===== config.mk =====
export PLATFORM = sky130hd
export DESIGN_NAME = bp_run_ctrl
export DESIGN_NICKNAME = d
export VERILOG_FILES = /design/src/rtl/bp_run_ctrl.sv
export SDC_FILE = /design/constraint.sdc
export NUM_CORES = 1
export LEC_CHECK = 0
export ABC_AREA = 0
export BUFFER_PORTS_ARGS = -buffer_cell sky130_fd_sc_hd__buf_4
export CORE_MARGIN = 4
export CORE_UTILIZATION = 53
export CTS_CLUSTER_DIAMETER = 30
export DETAILED_ROUTE_END_ITERATION = 8
export HOLD_SLACK_MARGIN = 0.15
export PLACE_DENSITY_LB_ADDON = 0.25
export SYNTH_ARGS = -nofsm -noshare
export SYNTH_HDL_FRONTEND = slang
export SYNTH_SLANG_ARGS = --single-unit

===== constraint.sdc =====
create_clock -name clk_i -period 5.5 [get_ports clk_i]
set_clock_uncertainty 0.05 [all_clocks]
set_input_delay 0.55 -clock clk_i [delete_from_list [all_inputs] [get_ports clk_i]]
set_output_delay 0.55 -clock clk_i [all_outputs]
set_load 0.03 [all_outputs]

===== src/rtl/bp_run_ctrl.sv =====
// Run controller for a branch-predictor core: resets the core, runs it until a
// halt instruction or a cycle limit, drains in-flight branches and exposes event counters.
module bp_run_ctrl #(
  parameter int unsigned CNT_WIDTH       = 32,
  parameter int unsigned CORE_RST_CYCLES = 4,
  parameter int unsigned DRAIN_CYCLES    = 4,
  parameter logic [31:0] HALT_INSN       = 32'h0000_0073,
  parameter int unsigned TIMEOUT         = 1_000_000
) (
  input  logic                 clk_i,
  input  logic                 rst_i,
  input  logic                 start_i,
  input  logic                 br_instr_i,
  input  logic                 br_miss_i,
  input  logic [31:0]          instr_i,
  input  logic [31:0]          t_instr_i,
  output logic                 core_rst_no,
  output logic                 busy_o,
  output logic                 done_o,
  output logic                 timeout_o,
  input  logic                 rd_req_i,
  input  logic [1:0]           rd_addr_i,
  output logic                 rd_vld_o,
  output logic [CNT_WIDTH-1:0] rd_data_o
);

  localparam int unsigned PH_MAX = (CORE_RST_CYCLES > DRAIN_CYCLES) ? CORE_RST_CYCLES : DRAIN_CYCLES;
  localparam int unsigned PH_W   = (PH_MAX > 1) ? $clog2(PH_MAX) : 1;
  localparam logic [PH_W-1:0] RST_LAST   = PH_W'((CORE_RST_CYCLES > 0) ? CORE_RST_CYCLES - 1 : 0);
  localparam logic [PH_W-1:0] DRAIN_LAST = PH_W'((DRAIN_CYCLES > 0) ? DRAIN_CYCLES - 1 : 0);
  localparam logic [63:0]     TIMEOUT_W  = 64'(TIMEOUT);

  typedef enum logic [2:0] {
    S_IDLE,
    S_CORE_RST,
    S_RUN,
    S_DRAIN,
    S_DONE
  } state_t;

  state_t               state;
  state_t               state_nxt;
  logic [PH_W-1:0]      ph_cnt;
  logic [CNT_WIDTH-1:0] cyc_cnt;
  logic [CNT_WIDTH-1:0] br_cnt;
  logic [CNT_WIDTH-1:0] miss_cnt;
  logic [31:0]          miss_pc;
  logic [CNT_WIDTH-1:0] cyc_inc;
  logic [CNT_WIDTH-1:0] rd_sel;
  logic                 launch;
  logic                 br_evt;
  logic                 miss_evt;
  logic                 halt;
  logic                 timeout_hit;

  function automatic logic [CNT_WIDTH-1:0] sat_inc(input logic [CNT_WIDTH-1:0] v);
    return (&v) ? v : v + CNT_WIDTH'(1);
  endfunction

  assign launch      = ((state == S_IDLE) || (state == S_DONE)) && start_i;
  assign br_evt      = ((state == S_RUN) || (state == S_DRAIN)) && br_instr_i;
  assign miss_evt    = br_evt && br_miss_i;
  assign halt        = (instr_i == HALT_INSN);
  assign cyc_inc     = sat_inc(cyc_cnt);
  // Compare on a 64-bit view so a TIMEOUT wider than the counter simply never fires
  assign timeout_hit = (64'(cyc_inc) >= TIMEOUT_W);

  always_comb begin
    state_nxt = state;
    case (state)
      S_IDLE, S_DONE: if (start_i) state_nxt = S_CORE_RST;
      S_CORE_RST:     if (ph_cnt == RST_LAST) state_nxt = S_RUN;
      S_RUN: begin
        if (halt)             state_nxt = S_DRAIN;
        else if (timeout_hit) state_nxt = S_DONE;
      end
      S_DRAIN:        if (ph_cnt == DRAIN_LAST) state_nxt = S_DONE;
      default:        state_nxt = S_IDLE;
    endcase
  end

  // State register; status outputs are decoded from the next state so they line up with it
  always_ff @(posedge clk_i or posedge rst_i) begin
    if (rst_i) begin
      state       <= S_IDLE;
      ph_cnt      <= '0;
      core_rst_no <= 1'b0;
      busy_o      <= 1'b0;
      done_o      <= 1'b0;
      timeout_o   <= 1'b0;
    end else begin
      state <= state_nxt;
      if (state_nxt != state)
        ph_cnt <= '0;
      else if ((state == S_CORE_RST) || (state == S_DRAIN))
        ph_cnt <= ph_cnt + PH_W'(1);
      core_rst_no <= (state_nxt == S_RUN) || (state_nxt == S_DRAIN);
      busy_o      <= (state_nxt == S_CORE_RST) || (state_nxt == S_RUN) || (state_nxt == S_DRAIN);
      done_o      <= (state_nxt == S_DONE);
      if (launch)
        timeout_o <= 1'b0;
      else if ((state == S_RUN) && (state_nxt == S_DONE))
        timeout_o <= 1'b1;
    end
  end

  // Event counters, all saturating
  always_ff @(posedge clk_i or posedge rst_i) begin
    if (rst_i) begin
      cyc_cnt  <= '0;
      br_cnt   <= '0;
      miss_cnt <= '0;
      miss_pc  <= '0;
    end else if (launch) begin
      cyc_cnt  <= '0;
      br_cnt   <= '0;
      miss_cnt <= '0;
      miss_pc  <= '0;
    end else begin
      if (state == S_RUN) cyc_cnt <= cyc_inc;
      if (br_evt)         br_cnt  <= sat_inc(br_cnt);
      if (miss_evt) begin
        miss_cnt <= sat_inc(miss_cnt);
        miss_pc  <= t_instr_i;
      end
    end
  end

  always_comb begin
    rd_sel = '0;
    case (rd_addr_i)
      2'd0:    rd_sel = cyc_cnt;
      2'd1:    rd_sel = br_cnt;
      2'd2:    rd_sel = miss_cnt;
      default: rd_sel = CNT_WIDTH'(miss_pc);
    endcase
  end

  // Read port returns the value held before this cycle's update
  always_ff @(posedge clk_i or posedge rst_i) begin
    if (rst_i) begin
      rd_vld_o  <= 1'b0;
      rd_data_o <= '0;
    end else begin
      rd_vld_o <= rd_req_i;
      if (rd_req_i) rd_data_o <= rd_sel;
    end
  end

endmodule


==> results of run 1 <==
-- power by group through the flow --
stage               Clock [uW]  Combinational [uW]  Sequential, uW
detailed placement           0                 709            1520
global placement             0                 694            1520
global route              1220                 781            1520
floorplan                    0                 416            1550
finish                    1160                 710            1500
CTS                       1170                 713            1500
-- worst max-delay path: stages, from the launching register on --
cell	delay [ns]
dfrtp_1	0.44
ha_1	0.28
nand4_2	0.21
nor3_1	0.53
a311oi_1	0.19
xor2_1	0.19
o31a_1	0.31
o41ai_1	0.74
a21oi_2	0.19
a21o_2	0.22
-- cell usage in the layout (no fill, tap or decap), types with 3 or more instances in the layout --
| cell | n |
|---|---|
| nand2_1 | 140 |
| ha_1 | 4 |
| mux2_2 | 32 |
| nor4_1 | 11 |
| or3_1 | 12 |
| a211oi_1 | 9 |
| a21oi_1 | 20 |
| a2111oi_2 | 3 |
| and4_1 | 10 |
| inv_1 | 12 |
| buf_4 | 121 |
| mux4_2 | 30 |
| and2_1 | 8 |
| and3_1 | 22 |
| nand4_1 | 27 |
| nand2b_1 | 5 |
| mux2i_1 | 6 |
| dfrtp_1 | 170 |
| clkbuf_16 | 17 |
| clkbuf_1 | 4 |
| xor2_1 | 31 |
| xnor2_1 | 40 |
| clkbuf_8 | 4 |
| o21ai_0 | 43 |
| o41ai_1 | 4 |
| nand3_1 | 72 |
| a22o_1 | 4 |
| o21a_1 | 3 |
| a2111oi_0 | 3 |
| o31ai_1 | 7 |
| nor2_1 | 90 |
| a311oi_1 | 3 |
| nor3_1 | 13 |
-- per-stage QoR --
step,setup slack [ns],instances,hold WS [ns]
floorplan,0.297,933,0.408
global placement,2.30,1223,0.431
detailed placement,2.16,1223,0.432
CTS,2.15,1254,0.176
global route,1.79,1254,0.209
finish,2.03,1254,0.156
-- worst paths after layout --
kind                                from            to  slack (ns)
setup / recovery              cyc_cnt[0]     timeout_o        2.03
hold / removal                     rst_i  rd_data_o[3]        0.16
setup reg to reg              cyc_cnt[0]     timeout_o        2.03
hold reg to reg               miss_pc[9]    miss_pc[9]        0.44
max in group asynchronous          rst_i    br_cnt[20]        4.13
min in group clk_i         t_instr_i[11]   miss_pc[11]        0.25
-- registers in the layout, summed over array words and instances (netlist names), 2 cells and up --
| name | count |
|---|---|
| cyc_cnt | 32 |
| miss_cnt | 32 |
| ph_cnt | 2 |
| miss_pc | 32 |
| state | 3 |
| rd_data_o | 32 |
| br_cnt | 32 |
-- final cells by class --
class | instances | area, sq um
fill | 1421 | 6460
multi-input combinational | 694 | 4720
sequential | 170 | 4250
clock inverter | 6 | 63.8
timing repair buffer | 121 | 908
tap | 225 | 282
inverter | 13 | 53.8
clock buffer | 25 | 495
-- layer usage --
metal | global-route usage (%) | routed length (um)
met1 | 36.3 | 10500
met4 | 7.90 | 482
met5 | 0 | 0
met3 | 6.04 | 1930
met2 | 40.0 | 11600
-- kinds of logic after synthesis --
| kind of cell | after synthesis | synth area share (%) |
|---|---|---|
| and+or+nand+nor | 435 | 23.0 |
| DFF | 170 | 45.9 |
| AOI/OAI and AO/OA | 114 | 8.23 |
| xor gates and xnor gates | 71 | 6.71 |
| muxes | 70 | 12.4 |
| buffers and inverters | 69 | 3.21 |
| adders and majority gates | 4 | 0.540 |
==> summary.txt, run 1 <==
Setup crit start kind: flip-flop
Starting Density: 53.7%
Top cell type's share of synthesized area: 45.9%
Slew margin rel.: 43.1%
CTS Buf Count: 17
Syn Area/Cell: 9.93 sq um
Yosys warning count: 0
Net Count, Synth: 1,009
Core Region: 17,200 sq um
Clock Latency Late Sink: 0.43 ns
Crit-path max FO: 7
Min cycle time layout: 3.47 ns
# DRC: 0
Via count: 7,601
Vias per inst: 6.06
Placement Rows: 48
Internal power: 2330 uW
Fin nets: 1,093
Placer Congestion: 0.940
Area Overhead vs Synth: 16.3%
Initial antenna violation count: 0
Hold buffer count at cts: 0
Clock-pin transition on the worst setup and hold timing paths: 0.06 ns
Sequential share of the synthesized area: 45.9%
Arrival @ worst endpoint: 3.74 ns
Setup repair bufs after CTS: 0
Num ports: 109
Area leader, netlist: dfrtp_1
Async S/R FF share, synth: 100%
Post-synth top cells: dfrtp_1, nand2_1, nor2_1
Die ar.: 19,700 sq um
Sw Pwr: 1040 uW
Gate Count Post-Synth: 933
First-pass GRT wire length: 40.3 mm
Maximum vdd ir drop: 0.000224 V
Main synth FF type: dfrtp_1
Utilization after layout: 62.5%
Clock share of power: 34.3%
Detailed Route Iter0 Violations: 610
Die W: 140 um
Worst r2r path cells: 9
All-layer global routing usage: 25.8%
DR pass1 iterations: 5
LEAKAGE: 0.00487 uW
Placement Cell Area: 10,200 sq um
Sw Share: 30.9%
CP endpoint kind: flip-flop
Ranking of synthesized cells by area: dfrtp_1, mux4_2, nand2_1
CTS max path bufs: 2
Resized Gates After CTS: 0
Synth Register Bits: 170
Clock root buffer: clkbuf_16
Drt wl/cell: 19.6 um
Worst EP required: 5.77 ns
Final period utilization: 63.1%
DIE HEIGHT: 140 um
Fmax: 288 MHz
Largest net degree at the start of global routing: 70
Post-DP HPWL: 17.3 mm
Hold Crit Class: in2async
Status: completed
Power Density: 313 nW/um^2
# diodes: 0
CTS tree: yes
Routed wire length: 24.5 mm
Cell variety after synth: 65
Unrepaired setup endpoints after global routing: no
Critical path class: reg2reg
IO buf count: 108
H-tree depth: 4
Most common cell in the netlist: dfrtp_1
Mapped Area: 9260 sq um
Logic gate share of total power: 21.1%
Final hold violations: 0
ANT nets after route: 0
Reg power frac: 44.6%
Worst-Margin Slew: 0.847 ns
Slew Limit Fails: 0
# Max-Cap Violations: 0
TNS Setup: 0 ns
Total Power: 3370 uW
Vias in the first global route: 7,623
EDFF count, synth: 0
Share of cells above drive strength 1: 22.4%
Endpoints failing setup: 0
Final instance area: 10,800 sq um
Gr ovfl total: 0
Clock Sinks: 170
(Power assumes the default switching activity.)
==> run 2: changes to the inputs <==
clock period = 3 ns   (was 5.5 ns; I/O delays follow)
==> summary.txt, run 2 (same netlist as run 1, synthesis figures left out) <==
Status: completed (unchanged)
Min cycle time layout: 2.87 ns (was 3.47 ns)
Vias in the first global route: 8,016 (was 7,623)
Initial antenna violation count: 0 (unchanged)
Share of cells above drive strength 1: 27.0% (was 22.4%)
Detailed Route Iter0 Violations: 790 (was 610)
# DRC: 0 (unchanged)
Utilization after layout: 67.9% (was 62.5%)
Routed wire length: 25.7 mm (was 24.5 mm)
Arrival @ worst endpoint: 3.14 ns (was 3.74 ns)
Worst-Margin Slew: 0.645 ns (was 0.847 ns)
DIE HEIGHT: 140 um (unchanged)
Hold Crit Class: in2reg (was in2async)
Most common cell after layout, fill and taps aside: buf_4 (was dfrtp_1)
Vias per inst: 6.07 (was 6.06)
Core Region: 17,200 sq um (unchanged)
Starting Density: 53.7% (unchanged)
Clock Sinks: 170 (unchanged)
Post-Layout Cell Count: 1,346 (was 1,254)
Area Overhead vs Synth: 26.3% (was 16.3%)
Die ar.: 19,700 sq um (unchanged)
Placer Congestion: 0.892 (was 0.940)
Fmax: 348 MHz (was 288 MHz)
Worst EP required: 3.27 ns (was 5.77 ns)
Hold path depth: 3
IO buf count: 108 (unchanged)
Cells after DPL: 1,278 (was 1,223)
Fill cells: 1,305 (was 1,421)
ANT nets after route: 0 (unchanged)
Power Density: 549 nW/um^2 (was 313 nW/um^2)
Reg2reg setup slack: 0.13 ns (was 2.03 ns)
Slew margin rel.: 57.0% (was 43.1%)
Drt wl/cell: 19.1 um (was 19.6 um)
First-pass GRT wire length: 41.4 mm (was 40.3 mm)
CTS tree: yes (unchanged)
All-layer global routing usage: 26.2% (was 25.8%)
LEAKAGE: 0.00535 uW (was 0.00487 uW)
DR pass1 iterations: 5 (unchanged)
Final setup margin: 0.128 ns (was 2.03 ns)
CTS Buf Count: 17 (unchanged)
Die W: 140 um (unchanged)
CTS max path bufs: 2 (unchanged)
Post-DP HPWL: 17.4 mm (was 17.3 mm)
Clock root buffer: clkbuf_16 (unchanged)
Num ports: 109 (unchanged)
Largest net degree at the start of global routing: 94 (was 70)
Final period utilization: 95.7% (was 63.1%)
Slew Limit Fails: 0 (unchanged)
# Max-Cap Violations: 0 (unchanged)
Gr ovfl total: 0 (unchanged)
Commonest non-fill, non-tap cells in the layout: buf_4, dfrtp_1, nand2_1, nor2_1, nand3_1 (was dfrtp_1, nand2_1, buf_4, nor2_1, nand3_1)
CP endpoint kind: flip-flop (unchanged)
Via count: 8,170 (was 7,601)
Maximum vdd ir drop: 0.000417 V (was 0.000224 V)
Placement Rows: 48 (unchanged)
H-tree depth: 4 (unchanged)
Clock-pin transition on the worst setup and hold timing paths: 0.07 ns (was 0.06 ns)
Endpoints failing setup: 0 (unchanged)
Fin nets: 1,185 (was 1,093)
# diodes: 0 (unchanged)
Crit-path max FO: 6 (was 7)
Final hold violations: 0 (unchanged)
Pre-CTS setup slack: 0.0619 ns (was 2.16 ns)
Setup crit start kind: flip-flop (unchanged)
Worst r2r path cells: 9 (unchanged)
Critical path class: reg2reg (unchanged)
Clock Latency Late Sink: 0.43 ns (about the same)
[run 2: worst paths after layout]
check | to | from
worst max-delay path | timeout_o | cyc_cnt[6]
worst max register to register | timeout_o | cyc_cnt[6]
worst min-delay path | state[0] | start_i
worst min register to register | timeout_o | timeout_o
max in group asynchronous | miss_cnt[23] | rst_i
min in group asynchronous | miss_cnt[6] | rst_i
[run 2: final cells by class]
type / instances / area, sq um / area share (%)
clock buffers: 21 / 470 / 4.02
clock inverters: 10 / 143 / 1.22
inverters: 13 / 52.6 / 0.449
multi-input cells: 694 / 4800 / 41.1
flip-flops and latches: 170 / 4260 / 36.4
well taps: 225 / 282 / 2.41
repair buffers: 213 / 1690 / 14.5
[run 2: through the flow]
| stage | hold slack, ns | cell area, sq um | total power (uW) | TNS, ns |
|---|---|---|---|---|
| after floorplan | 0.281 | 9270 | 3610 | 0 |
| after global placement | 0.420 | 10600 | 4080 | 0 |
| after detailed placement | 0.425 | 10600 | 4100 | 0 |
| after CTS | 0.153 | 11600 | 6440 | 0 |
| after global routing | 0.190 | 11700 | 6700 | -0.167 |
| final | 0.163 | 11700 | 6420 | 0 |
[run 2: repair_timing]
item,in CTS,in global routing
hold buffers,33,0
setup buffers,0,4
gates resized for setup,0,16
setup endpoints to repair,0,9
hold endpoints to repair,202,0
[run 2: worst max-delay path, cell delays in order (launching register included)]
cell	delay (ns)
dfrtp_1	0.43
nand4_1	0.16
or4_4	0.63
clkbuf_2	0.20
a211oi_1	0.29
and3_1	0.21
a21oi_1	0.13
nor4b_4	0.36
a21oi_4	0.11
a21o_2	0.19
[run 2: metal layers]
metal | vias to the layer above | GRT usage [%] | share of wire (%)
met5 | - | 0 | 0
met4 | 0 | 7.45 | 2.1
met3 | 53 | 4.95 | 7.2
met2 | 350 | 42.4 | 48
met1 | 4060 | 36.6 | 43
li1 | 3707 | - | -
[run 2: report_power, final]
group / switching, uW / internal [uW] / leakage, uW / total, uW
Combinational: 827 / 540 / 0.00272 / 1370
Sequential: 199 / 2560 / 0.00234 / 2750
Clock: 928 / 1370 / 0.000287 / 2300
Total: 1950 / 4470 / 0.00535 / 6420
==> run 3: changes to the inputs <==
CORE_MARGIN = 1   (was 4)
SETUP_SLACK_MARGIN = 0.5   (was not set)
==> summary.txt, run 3 (same netlist as run 1, synthesis figures left out) <==
Worst hold slack: 0.171 ns (was 0.163 ns)
H-tree depth: 4 (unchanged)
ANT nets after route: 0 (unchanged)
DR pass1 iterations: 9 (was 5)
Die W: 134 um (was 140 um)
Final hold violations: 0 (unchanged)
Vias in the first global route: 8,068 (was 8,016)
Utilization after layout: 71.8% (was 67.9%)
Status: finished, violations left (was completed)
Min cycle time layout: 2.72 ns (was 2.87 ns)
Starting Density: 55.1% (was 53.7%)
Largest net degree at the start of global routing: 99 (was 94)
Num ports: 109 (unchanged)
CP bufs+invs: 1 (unchanged)
CTS tree: yes (unchanged)
Core Region: 16,800 sq um (was 17,200 sq um)
All-layer global routing usage: 29.9% (was 26.2%)
Critical path class: reg2reg (unchanged)
Initial antenna violation count: 1 (was 0)
Commonest non-fill, non-tap cells in the layout: buf_4, dfrtp_1, nand2_1, nor2_1, nand3_1 (unchanged)
Worst path max stage delay: 0.50 ns (was 0.63 ns)
Gr ovfl total: 0 (unchanged)
Worst EP required: 3.32 ns (was 3.27 ns)
Hold Crit Class: in2reg (unchanged)
Placer Congestion: 0.901 (was 0.892)
# Max-Cap Violations: 0 (unchanged)
Vias per inst: 6.04 (was 6.07)
Slew Limit Fails: 0 (unchanged)
Post-DP HPWL: 17.2 mm (was 17.4 mm)
CTS max path bufs: 2 (unchanged)
Crit-path max FO: 7 (was 6)
Crit path cell chain: nand3_2 > or3_4 > buf_12 > a211oi_2 > xnor2_1 > a2111oi_4 > o41ai_4 > a21oi_2 > nand2b_1 (was nand4_1 > or4_4 > clkbuf_2 > a211oi_1 > and3_1 > a21oi_1 > nor4b_4 > a21oi_4 > a21o_2)
DIE HEIGHT: 134 um (was 140 um)
Clock Sinks: 170 (unchanged)
Most common cell after layout, fill and taps aside: buf_4 (unchanged)
Unrepaired setup endpoints after global routing: yes
# DRC: 10 (was 0)
Routed wire length: 26.0 mm (was 25.7 mm)
Sw Pwr: 2100 uW (was 1950 uW)
Reg2reg setup slack: 0.28 ns (was 0.13 ns)
Sw Share: 33.0% (was 30.4%)
Placement Rows: 47 (was 48)
TNS Setup: 0 ns (unchanged)
Reg power frac: 43.2% (was 42.9%)
CP max-delay cell: or3_4 (was or4_4)
Power Density: 526 nW/um^2 (was 549 nW/um^2)
Share of cells above drive strength 1: 32.4% (was 27.0%)
Internal power: 4260 uW (was 4470 uW)
CTS Buf Count: 17 (unchanged)
CP endpoint kind: flip-flop (unchanged)
Fin nets: 1,206 (was 1,185)
First-pass GRT wire length: 41.4 mm (about the same)
Worst-Margin Slew: 0.613 ns (was 0.645 ns)
Failing checks: DRC
Fmax: 368 MHz (was 348 MHz)
Drt wl/cell: 19.1 um (about the same)
Clock share of power: 33.9% (was 35.8%)
Slew margin rel.: 59.1% (was 57.0%)
Clock root buffer: clkbuf_16 (unchanged)
Clock Latency Late Sink: 0.44 ns (was 0.43 ns)
Logic gate share of total power: 22.9% (was 21.3%)
Die ar.: 18,000 sq um (was 19,700 sq um)
Clock-pin transition on the worst setup and hold timing paths: 0.07 ns (about the same)
Area Overhead vs Synth: 30.4% (was 26.3%)
IO buf count: 108 (unchanged)
Arrival @ worst endpoint: 3.04 ns (was 3.14 ns)
Total Power: 6350 uW (was 6420 uW)
Setup crit start kind: flip-flop (unchanged)
Via count: 8,234 (was 8,170)
LEAKAGE: 0.00552 uW (was 0.00535 uW)
Cell family with most CP delay: compound AO/OA/AOI/OAI gates (was simple AND/OR/NAND/NOR gates)
Final period utilization: 90.6% (was 95.7%)
Detailed Route Iter0 Violations: 1,042 (was 790)
Maximum vdd ir drop: 0.000450 V (was 0.000417 V)
Endpoints failing setup: 0 (unchanged)
run 3: cell types whose count changed in the layout (fill, tap and decap cells not counted), moves of 3 or more:
| cell | delta |
|---|---|
| inv_6 | +6 |
| inv_8 | +3 |
| or4_4 | +3 |
| and4_4 | +4 |
| buf_4 | +20 |
| a211oi_1 | -3 |
| dfrtp_1 | -15 |
| a2111oi_4 | +3 |
| and4_1 | -4 |
| dfrtp_2 | +15 |
| bufinv_16 | -3 |
run 3: area by class of cell:
class                   count  area (sq um)
diodes                      1          2.50
clock inverters            14           130
inverters                  13          52.6
fillers                  1206          4740
flip-flops and latches    170          4280
multi-input cells         695          5050
well taps                 220           275
clock buffers              18           439
repair buffers            233          1860
run 3: final timing paths:
kind / start / end / depth (start not counted)
worst max-delay path: cyc_cnt[6] / state[2] / 9
max in group asynchronous: rst_i / cyc_cnt[27] / 4
min in group asynchronous: rst_i / miss_cnt[6] / 4
worst min-delay path: rd_req_i / rd_vld_o / 1
worst min register to register: miss_pc[9] / miss_pc[9] / 2
worst max register to register: cyc_cnt[6] / state[2] / 9
run 3: what timing repair did:
action / in CTS / in global routing
pin swaps: 17 / 11
endpoints found under the hold margin: 202 / 0
gates resized for setup: 29 / 25
setup endpoints to repair: 20 / 35
hold buffers: 33 / 0
setup buffers: 25 / 14
cloned: 1 / 0
run 3: worst register-to-register path, stage by stage, from the launching register on:
cell,delay [ns]
dfrtp_1,0.41
nand3_2,0.24
or3_4,0.50
buf_12,0.16
a211oi_2,0.26
xnor2_1,0.15
a2111oi_4,0.35
o41ai_4,0.16
a21oi_2,0.24
nand2b_1,0.13
run 3: power groups by stage:
stage	clock network [uW]	registers, uW	logic [uW]
final	2150	2750	1450
after global routing	2240	2770	1570
after CTS	2160	2740	1420
after detailed placement	0	2800	1320
after global placement	0	2790	1300
after floorplan	0	2850	771
run 3: routing by layer:
layer / global-route usage [%] / vias up / share of wire, %
li1: - / 3750 / -
met1: 41.6 / 4035 / 42
met2: 47.6 / 383 / 47
met3: 5.40 / 66 / 8.2
met4: 9.99 / 0 / 2.1
met5: 0 / - / 0
run 3: metrics by stage:
stage | cell area, sq um | worst slack, ns | cells
floorplan | 9450 | 0.296 | 933
global placement | 10700 | 0.140 | 1258
detailed placement | 10700 | 0.0873 | 1258
CTS | 11900 | 0.318 | 1349
global route | 12100 | 0.204 | 1363
finish | 12100 | 0.283 | 1364
